`config.mk`:
```
export PLATFORM = sky130hd
export DESIGN_NAME = pipeline_ctrl
export DESIGN_NICKNAME = d
export VERILOG_FILES = /design/src/rtl/pipeline_ctrl_pkg.sv /design/src/rtl/pipeline_ctrl_sat_counter.sv /design/src/rtl/pipeline_ctrl.sv
export SDC_FILE = /design/constraint.sdc
export NUM_CORES = 1
export LEC_CHECK = 0
export BUFFER_PORTS_ARGS = -buffer_cell sky130_fd_sc_hd__buf_2
export CAP_MARGIN = 20
export CELL_PAD_IN_SITES_DETAIL_PLACEMENT = 1
export CELL_PAD_IN_SITES_GLOBAL_PLACEMENT = 1
export CORE_ASPECT_RATIO = 0.5
export CORE_MARGIN = 2
export CORE_UTILIZATION = 38
export DETAILED_ROUTE_END_ITERATION = 10
export PLACE_DENSITY_LB_ADDON = 0.08
export SETUP_SLACK_MARGIN = 0.4
export SLEW_MARGIN = 20
export SYNTH_ARGS = -nofsm -noshare
export SYNTH_HDL_FRONTEND = slang
export SYNTH_SLANG_ARGS = --single-unit
```
`constraint.sdc`:
```
create_clock -name clk -period 2.2 [get_ports clk]
set_input_delay 0.22 -clock clk [delete_from_list [all_inputs] [get_ports clk]]
set_output_delay 0.22 -clock clk [all_outputs]
set_load 0.05 [all_outputs]
```
`src/rtl/pipeline_ctrl_pkg.sv`:
```
// Shared opcode map, controller states, PC-source codes and opcode classifiers
// for the 5-stage pipeline hazard controller.
package pipeline_ctrl_pkg;

   localparam logic [3:0] OP_RTYPE = 4'b0000;
   localparam logic [3:0] OP_ADDI  = 4'b0001;
   localparam logic [3:0] OP_ANDI  = 4'b0010;
   localparam logic [3:0] OP_ORI   = 4'b0011;
   localparam logic [3:0] OP_LW    = 4'b0100;
   localparam logic [3:0] OP_ILL5  = 4'b0101;
   localparam logic [3:0] OP_ILL6  = 4'b0110;
   localparam logic [3:0] OP_SLTI  = 4'b0111;
   localparam logic [3:0] OP_SW    = 4'b1000;
   localparam logic [3:0] OP_BEQ   = 4'b1001;
   localparam logic [3:0] OP_BNE   = 4'b1010;
   localparam logic [3:0] OP_BLT   = 4'b1011;
   localparam logic [3:0] OP_BGT   = 4'b1100;
   localparam logic [3:0] OP_ILL13 = 4'b1101;
   localparam logic [3:0] OP_ILL14 = 4'b1110;
   localparam logic [3:0] OP_JUMP  = 4'b1111;

   localparam logic [1:0] PCSEL_SEQ = 2'b00;
   localparam logic [1:0] PCSEL_JMP = 2'b01;
   localparam logic [1:0] PCSEL_BR  = 2'b10;

   typedef enum logic [1:0] {
      ST_RUN      = 2'b00,
      ST_MEM_WAIT = 2'b01,
      ST_HALT     = 2'b10
   } state_e;

   function automatic logic uses_rs(input logic [3:0] op);
      return (op != OP_JUMP);
   endfunction

   function automatic logic uses_rt(input logic [3:0] op);
      logic r;
      case (op)
         OP_RTYPE, OP_SW, OP_BEQ, OP_BNE, OP_BLT, OP_BGT:            r = 1'b1;
         OP_ADDI, OP_ANDI, OP_ORI, OP_LW, OP_SLTI, OP_JUMP,
         OP_ILL5, OP_ILL6, OP_ILL13, OP_ILL14:                        r = 1'b0;
         default:                                                     r = 1'b0;
      endcase
      return r;
   endfunction

   function automatic logic is_illegal(input logic [3:0] op);
      return (op == OP_ILL5) || (op == OP_ILL6) || (op == OP_ILL13) || (op == OP_ILL14);
   endfunction

endpackage

```
`src/rtl/pipeline_ctrl_sat_counter.sv`:
```
// Counter that increments once per cycle with inc_i high and holds at all-ones.
module sat_counter #(
   parameter int CNT_W = 16
) (
   input  logic             clk,
   input  logic             rst_n,
   input  logic             inc_i,
   output logic [CNT_W-1:0] count_o
);

   logic [CNT_W-1:0] count_q, count_d;

   always_comb begin
      count_d = count_q;
      if (inc_i && (count_q != '1)) count_d = count_q + CNT_W'(1);
   end

   always_ff @(posedge clk) begin
      if (!rst_n) count_q <= '0;
      else        count_q <= count_d;
   end

   assign count_o = count_q;

endmodule

```
`src/rtl/pipeline_ctrl.sv`:
```
// Pipeline hazard/sequencing controller: load-use interlock, branch/jump flush,
// data-memory wait freeze with timeout, and illegal-opcode halt.
module pipeline_ctrl
   import pipeline_ctrl_pkg::*;
#(
   parameter int RA_W        = 4,
   parameter int CNT_W       = 16,
   parameter int MEM_TIMEOUT = 64
) (
   input  logic             clk,
   input  logic             rst_n,
   input  logic [3:0]       id_opcode,
   input  logic [RA_W-1:0]  id_rs,
   input  logic [RA_W-1:0]  id_rt,
   input  logic             ex_mem_read,
   input  logic [RA_W-1:0]  ex_rt,
   input  logic             ex_branch_taken,
   input  logic             mem_access,
   input  logic             mem_ready,
   output logic             pc_write,
   output logic [1:0]       pc_sel,
   output logic             ifid_write,
   output logic             ifid_flush,
   output logic             idex_write,
   output logic             idex_flush,
   output logic             exmem_write,
   output logic             memwb_flush,
   output logic             halted,
   output logic             illegal_op,
   output logic             mem_timeout,
   output logic [CNT_W-1:0] stall_count,
   output logic [CNT_W-1:0] flush_count
);

   localparam int WC_W = $clog2(MEM_TIMEOUT + 1);

   state_e          state_q, state_d;
   logic [WC_W-1:0] wait_cnt_q, wait_cnt_d;
   logic            illegal_q, illegal_d;
   logic            timeout_q, timeout_d;
   logic            luse_q, luse_d;
   logic            freeze, active, luse_hazard, luse_stall, take_illegal;

   // active: the ID instruction is on the correct path and may act this cycle.
   always_comb begin
      freeze       = mem_access & ~mem_ready;
      active       = ~freeze & (state_q != ST_HALT) & ~ex_branch_taken;
      luse_hazard  = ex_mem_read & (ex_rt != '0) &
                     ((uses_rs(id_opcode) & (ex_rt == id_rs)) |
                      (uses_rt(id_opcode) & (ex_rt == id_rt)));
      luse_stall   = active & luse_hazard & ~luse_q;
      take_illegal = active & is_illegal(id_opcode);
   end

   always_comb begin
      pc_write    = 1'b1;
      pc_sel      = PCSEL_SEQ;
      ifid_write  = 1'b1;
      ifid_flush  = 1'b0;
      idex_write  = 1'b1;
      idex_flush  = 1'b0;
      exmem_write = 1'b1;
      memwb_flush = 1'b0;
      if (!rst_n) begin
         pc_write    = 1'b0;
         ifid_write  = 1'b0;
         idex_write  = 1'b0;
         exmem_write = 1'b0;
         ifid_flush  = 1'b1;
         idex_flush  = 1'b1;
         memwb_flush = 1'b1;
      end else if (freeze) begin
         pc_write    = 1'b0;
         ifid_write  = 1'b0;
         idex_write  = 1'b0;
         exmem_write = 1'b0;
         memwb_flush = 1'b1;
      end else if (state_q == ST_HALT) begin
         pc_write   = 1'b0;
         ifid_write = 1'b0;
         idex_flush = 1'b1;
      end else if (ex_branch_taken) begin
         pc_sel     = PCSEL_BR;
         ifid_flush = 1'b1;
         idex_flush = 1'b1;
      end else begin
         if (id_opcode == OP_JUMP) begin
            pc_sel     = PCSEL_JMP;
            ifid_flush = 1'b1;
         end
         if (luse_stall || take_illegal) begin
            pc_write   = 1'b0;
            ifid_write = 1'b0;
            idex_flush = 1'b1;
         end
      end
   end

   // luse_q blocks a second stall on the same hazard in the following cycle.
   always_comb begin
      state_d    = state_q;
      wait_cnt_d = wait_cnt_q;
      illegal_d  = illegal_q;
      timeout_d  = timeout_q;
      luse_d     = luse_stall;
      if (take_illegal) begin
         state_d    = ST_HALT;
         illegal_d  = 1'b1;
         wait_cnt_d = '0;
      end else begin
         case (state_q)
            ST_RUN: begin
               if (freeze) begin
                  state_d    = ST_MEM_WAIT;
                  wait_cnt_d = WC_W'(1);
               end
            end
            ST_MEM_WAIT: begin
               if (mem_ready) begin
                  state_d    = ST_RUN;
                  wait_cnt_d = '0;
               end else if (wait_cnt_q == WC_W'(MEM_TIMEOUT - 1)) begin
                  state_d    = ST_HALT;
                  timeout_d  = 1'b1;
                  wait_cnt_d = '0;
               end else begin
                  wait_cnt_d = wait_cnt_q + WC_W'(1);
               end
            end
            ST_HALT: state_d = ST_HALT;
            default: state_d = ST_RUN;
         endcase
      end
   end

   always_ff @(posedge clk) begin
      if (!rst_n) begin
         state_q    <= ST_RUN;
         wait_cnt_q <= '0;
         illegal_q  <= 1'b0;
         timeout_q  <= 1'b0;
         luse_q     <= 1'b0;
      end else begin
         state_q    <= state_d;
         wait_cnt_q <= wait_cnt_d;
         illegal_q  <= illegal_d;
         timeout_q  <= timeout_d;
         luse_q     <= luse_d;
      end
   end

   assign halted      = (state_q == ST_HALT);
   assign illegal_op  = illegal_q;
   assign mem_timeout = timeout_q;

   sat_counter #(.CNT_W(CNT_W)) u_stall_cnt (
      .clk     (clk),
      .rst_n   (rst_n),
      .inc_i   (~pc_write & (state_q != ST_HALT)),
      .count_o (stall_count)
   );

   sat_counter #(.CNT_W(CNT_W)) u_flush_cnt (
      .clk     (clk),
      .rst_n   (rst_n),
      .inc_i   (ifid_flush),
      .count_o (flush_count)
   );

endmodule
```
**Word level (Yosys, flattened, before mapping)**

Memories as Yosys holds them, arrays and structs flattened.
Cells that the tools add are included.

- Register bits: 44
- Latch bits: 0
- Bits in writable memories: 0
- ROM bits: 16
- Bits of input ports: 22
- Output and inout bits: 44
- Memories: 1

- Add/subtract/negate cells: 3
- Multiply operators: 0
- Div/mod/pow operators: 0
- Magnitude comparators: 0
- Eq/ne operators: 18
- Shifts and indexed selects: 0
- Mux-type cells: 33
- Bitwise operators: 19
- Reductions and logical operators: 14

Memory list:

| name | words | bits a word | read ports | clocked after memory_dff | write ports | RTL line | text |
|---|---|---|---|---|---|---|---|
| (name not given) | 16 | 1 | 1 | 0 | 0 | pipeline_ctrl_pkg.sv:38 | `case (op)` |

Operator list:

| operator | count |
|---|---|
| 16-bit by 1-bit adder with 16-bit output, second input constant | 2 |
| 16-bit inequality test, second input constant | 2 |
| 7-bit 2-to-1 mux | 3 |
| 1-bit 2-to-1 mux | 20 |
| 2-bit 2-to-1 mux | 8 |
| 7-bit one-hot mux with 2 select lines | 1 |
| 4-bit equality test, second input constant | 3 |
| 1-bit bitwise AND | 11 |
| 4-bit by 3-bit equality test with 1-bit output, second input constant | 2 |
| 4-bit equality test | 2 |
| 4-bit inequality test, second input constant | 2 |
| 7-bit by 1-bit adder with 7-bit output, second input constant | 1 |
| 7-bit by 6-bit equality test with 1-bit output, second input constant | 1 |
| 1-bit inverter | 7 |
| 3-bit inequality test, second input constant | 2 |
| 2-bit one-hot mux with 3 select lines | 1 |
| 2-bit AND reduction | 3 |
| 1-bit logical OR | 4 |
| 2-bit inequality test, second input constant | 2 |
| 4-bit AND reduction | 1 |
| 4-bit nonzero test | 1 |
| 2-bit by 1-bit equality test with 1-bit output, second input constant | 1 |
| 2-bit equality test, second input constant | 1 |
| 1-bit logical AND | 2 |
| other kinds (4) | 4 |

**Depth between registers and ports, before layout**

- Depth in word-level cells: 16
- Gate-level depth with buffers: 9
- Depth with buffers taken out: 7

**Cells and area by module**

Synthesis repeated with hierarchy kept, for this count alone.

- Cell total of the unflattened synthesis: 299
- Area, all modules: 2502.4 um2

By module, submodules not included:

| module | times used | cells an instance | area each (um2) | seq. area each (um2) |
|---|---|---|---|---|
| sat_counter | 2 | 97 | 837.1 | 320.3 |
| pipeline_ctrl | 1 | 105 | 828.3 | 240.2 |

**Least setup slack after synthesis**

No wires, ideal clock.

- Path kind: register to register
- Start: register u_stall_cnt.count_q[0], in the netlist u_stall_cnt.count_o[0]
- End: register u_stall_cnt.count_q[11], in the netlist u_stall_cnt.count_o[11]
- Library setup time: 71 ps
- Data arrival time: 2303 ps
- Required time: 2129 ps
- Slack: -174 ps
- Cell stages (with the launch flop): 10
- Path buffers: 3
- Clock period less this slack: 2374 ps
- Path through: dfxtp_1 ha_1 nand2_1 or2_1 clkbuf_1 o31ai_4 buf_2 buf_2 o31ai_1 a21oi_1

- Cells in the longest elaborated chain, start to end: 2

Ends and longest elaborated chain:

| element | RTL line | text |
|---|---|---|
| start: declaration | pipeline_ctrl_sat_counter.sv:11 | `logic [CNT_W-1:0] count_q, count_d;` |
| start signal: assignment | pipeline_ctrl_sat_counter.sv:20 | `else count_q <= count_d;` |
| branches (longest 2 deep; another with 16-bit by 1-bit adder with 16-bit output) | n/a |  |

Several ways; the timed one is not identified.
A chain may end at the register's enable or synchronous reset.

**Final worst setup path**

- Start: register state_q[0]
- End: register u_stall_cnt.count_q[11], in the netlist u_stall_cnt.count_o[11]

- Cells in the longest elaborated chain, start to end: 14

Ends and longest elaborated chain:

| element | RTL line | text |
|---|---|---|
| start: declaration | pipeline_ctrl.sv:37 | `state_e state_q, state_d;` |
| start signal: assignment | pipeline_ctrl.sv:144 | `state_q <= state_d;` |
| 2-bit inequality test | pipeline_ctrl.sv:47, pipeline_ctrl.sv:159 |  |
| 1-bit bitwise AND (2 in series) | pipeline_ctrl.sv:47 | `active = ~freeze & (state_q != ST_HALT) & ~ex_branch_taken;` |
| 1-bit bitwise AND (2 in series) | pipeline_ctrl.sv:51 | `luse_stall = active & luse_hazard & ~luse_q;` |
| 1-bit logical OR | pipeline_ctrl.sv:91 | `if (luse_stall \|\| take_illegal) begin` |
| 1-bit 2-to-1 mux | pipeline_ctrl.sv:91 |  |
| 1-bit 2-to-1 mux | pipeline_ctrl.sv:82 | `end else if (ex_branch_taken) begin` |
| 1-bit 2-to-1 mux | pipeline_ctrl.sv:78 | `end else if (state_q == ST_HALT) begin` |
| 1-bit 2-to-1 mux | pipeline_ctrl.sv:72 | `end else if (freeze) begin` |
| 1-bit 2-to-1 mux | pipeline_ctrl.sv:64 | `if (!rst_n) begin` |
| 1-bit inverter | pipeline_ctrl.sv:159 | `.inc_i (~pc_write & (state_q != ST_HALT)),` |
| 1-bit bitwise AND (*) | pipeline_ctrl.sv:159 |  |
| 1-bit logical AND (*) | pipeline_ctrl_sat_counter.sv:15 | `if (inc_i && (count_q != '1)) count_d = count_q + CNT_W'(1);` |

Mark *: on every way between the ends. The rest lies on a longest branch, timed or not.

==> impl_metrics.json <==
{
  "syn2layout_area_growth_pct": 44.76,
  "status": "complete, no violations",
  "post_dp_cell_area_um2": 2885,
  "crit_type": "reg -> reg",
  "fmax_mhz": 502.9,
  "regToRegEndpoint": "u_stall_cnt.count_o[11]",
  "synth_cell_types": 49,
  "crit_slowest_cell": "or4_4",
  "post-place-ws_ns": 0.09494,
  "fin_area_um2": 3423,
  "finalHoldViolations": 0,
  "post-route-min-period_ns": 1.989,
  "synth_cells": 278,
  "clk_pin_slew_ns": 0.06,
  "drv_slew": 0,
  "fp.dieW_um": 115.6,
  "crit_start": "state_q[0]",
  "yosysTopAreaCellShare_pct": 37.25,
  "tritoncts": "yes",
  "rsz0062_at_grt": "true",
  "die_h_um": 59.78,
  "peakVddDrop_v": 0.0002624,
  "final-setup-viol-count": 0,
  "clk_latency_ns": 0.29,
  "drive_gt1_share_pct": 45.01,
  "drv_cap": 0,
  "worstSetupEndpoint": "u_stall_cnt.count_o[11]",
  "initial_core_util_pct": 39.21,
  "root_buffer": "clkbuf_16",
  "postCtsHoldBufs": 0,
  "portBuffers": 65,
  "yosys_warnings": 0,
  "synth_nets": 303,
  "cp.arrival_ns": 2.19,
  "synthMostInstantiatedCell": "dfxtp_1",
  "total_power_w": 0.002124,
  "cts_buffer_depth": 2,
  "crit_path_end_kind": "flop",
  "crit_chain": "nand2b_4 -> inv_8 -> nor3_4 -> nand4b_4 -> o21ba_4 -> or4_4 -> a21oi_2",
  "antenna_found_initial": 0,
  "wl_per_cell_um": 16.27,
  "worstMarginPinSlew_ns": 0.4306,
  "finClkSkew_ns": 0.006919,
  "grt_overflow": 0,
  "core_area_um2": 6031,
  "synth-async-reset-ratio_pct": 0,
  "drt_iter0_drc": 90,
  "relSlewSlack_pct": 71.03,
  "placementRows": 20,
  "die_area_um2": 6908,
  "rr_worst_depth": 7,
  "power_density_nw_per_um2": 620.4,
  "cts_max_level": 2,
  "leakagePower_nw": 1.437,
  "hp-start": "rst_n",
  "synth_flop_cell": "dfxtp_1",
  "cp.required_ns": 2.41,
  "timing.rr.start": "state_q[0]",
  "cts_inserted_buffers": 5,
  "syn_area_um2": 2365,
  "ys_seq_elements": 44,
  "dp_hpwl_um": 4722,
  "n_antenna_cell": 0,
  "ys_seq_area_share_pct": 37.25,
  "grt_max_degree": 31,
  "grt_pass1_wl_um": 11460,
  "worstSetupStartpointType": "flop",
  "cts_sinks": 44,
  "synth.avg_cell_area_um2": 8.506,
  "dp.cells": 425,
  "via_count": 2487,
  "layout.nets": 395,
  "nFillCells": 713,
  "drc": 0,
  "tns_ns": 0,
  "path_max_fanout": 7,
  "first_global_vias": 2417,
  "dr.pass1.iters": 4,
  "routed_via_density": 5.418,
  "io_pins": 66,
  "synth.largest_area_cell": "dfxtp_1",
  "ff2ff_setup_slack_ns": 0.21,
  "track_usage_pct": 21.41,
  "synthTopCellsByArea": "dfxtp_1, xor2_1, nor2_1, a21oi_1, or4_1",
  "synth_edf_count": 0,
  "antenna_left": 0,
  "hold_class": "in -> reg",
  "routed_wl_um": 7470,
  "synth_common_cells": "dfxtp_1, nor2_1, xor2_1",
  "min_period_over_period_pct": 90.39,
  "stdcell_count": 459,
  "fin_ws_ns": 0.2115,
  "slowest_delay_ns": 0.52,
  "gp_congestion": 0.7666
}
routing by layer:
layer	track usage, %	wire, um	up-vias	part of all wire (%)
met4	5.508	80	0	1.1
met5	0	0	-	0
met3	5.781	332	9	4.4
met1	24.72	3268	1229	44
li1	-	-	1198	-
met2	39.93	3788	51	51
metrics by stage:
stage,util [%],hold slack (ns)
after CTS,54.13,0.3278
after global routing,56.76,0.3472
after global placement,47.84,0.4437
after detailed placement,47.84,0.4608
final,56.76,0.3304
after floorplan,-,0.3625
cells by family (layout without fill, tap and decap cells):
kind of cell | count (synthesis) | after routing | share of synthesized area (%)
fa+ha+maj | 4 | 4 | 2.011
mux | 3 | 3 | 1.270
buf+inv | 19 | 109 | 4.021
simple gates | 132 | 132 | 31.27
compound gates | 48 | 51 | 13.81
xor+xnor | 28 | 28 | 10.37
flops | 44 | 44 | 37.25
worst max-delay path: cells and delay by family, from the launching register on:
kind                   cells  cell delay [ns]
AND/OR/NAND/NOR            4             1.06
AO/OA/AOI/OAI              2             0.46
flip-flops                 1             0.33
buffers and inverters      1             0.05
where the power goes:
| group | internal (W) | switching, W |
|---|---|---|
| clock | 0.000523 | 0.000316 |
| sequential | 0.000814 | 0.0000213 |
| combinational | 0.000172 | 0.000277 |
| total | 0.00151 | 0.000615 |
layout make-up:
cell class              count  area, um^2  area share, %
well taps                  88       110.1          3.216
multi-input cells         218        1567          45.76
clock buffers               7       163.9          4.788
inverters                   6       30.03         0.8772
repair buffers             95       606.8          17.73
clock inverters             1       8.758         0.2558
flip-flops and latches     44       937.1          27.38
worst min-delay path by stage:
stage | end | slack [ns] | cells after the start
global route | mem_timeout | 0.35 | 2
floorplan | u_stall_cnt.count_o[15] | 0.36 | 2
CTS | mem_timeout | 0.33 | 2
detailed placement | mem_timeout | 0.46 | 1
global placement | mem_timeout | 0.44 | 1
finish | mem_timeout | 0.33 | 2
what timing repair did:
| item | in CTS | in global routing |
|---|---|---|
| setup buffers | 13 | 9 |
| cloned | 2 | 2 |
| endpoints found under the setup margin | 26 | 34 |
| pin swaps | 7 | 7 |
| resized for setup | 22 | 19 |
flip-flops by register name, summed over array words and instances, names as in the netlist:
name                 count
wait_cnt_q               7
mem_timeout              1
luse_q                   1
u_flush_cnt.count_o     16
illegal_op               1
u_stall_cnt.count_o     16
state_q                  2
placed cells by master, fill, tap and decap left out, drive strengths merged, types with 2 or more instances in the layout:
cell,instances
and3,11
buf,93
xnor2,5
and2,4
xor2,23
nor3,3
o21bai,2
dfxtp,44
o31ai,11
nand2,18
and4,4
nand2b,6
a22oi,2
mux2i,3
or4,11
inv,6
nand4,9
nor3b,2
nor2,35
or3,2
a21oi,19
nor4,5
o21ai,4
nand3b,2
o41ai,3
ha,3
clkbuf,8
nand3,13
o21ba,4
nor2b,2
Power figures use the tool's default switching activity.
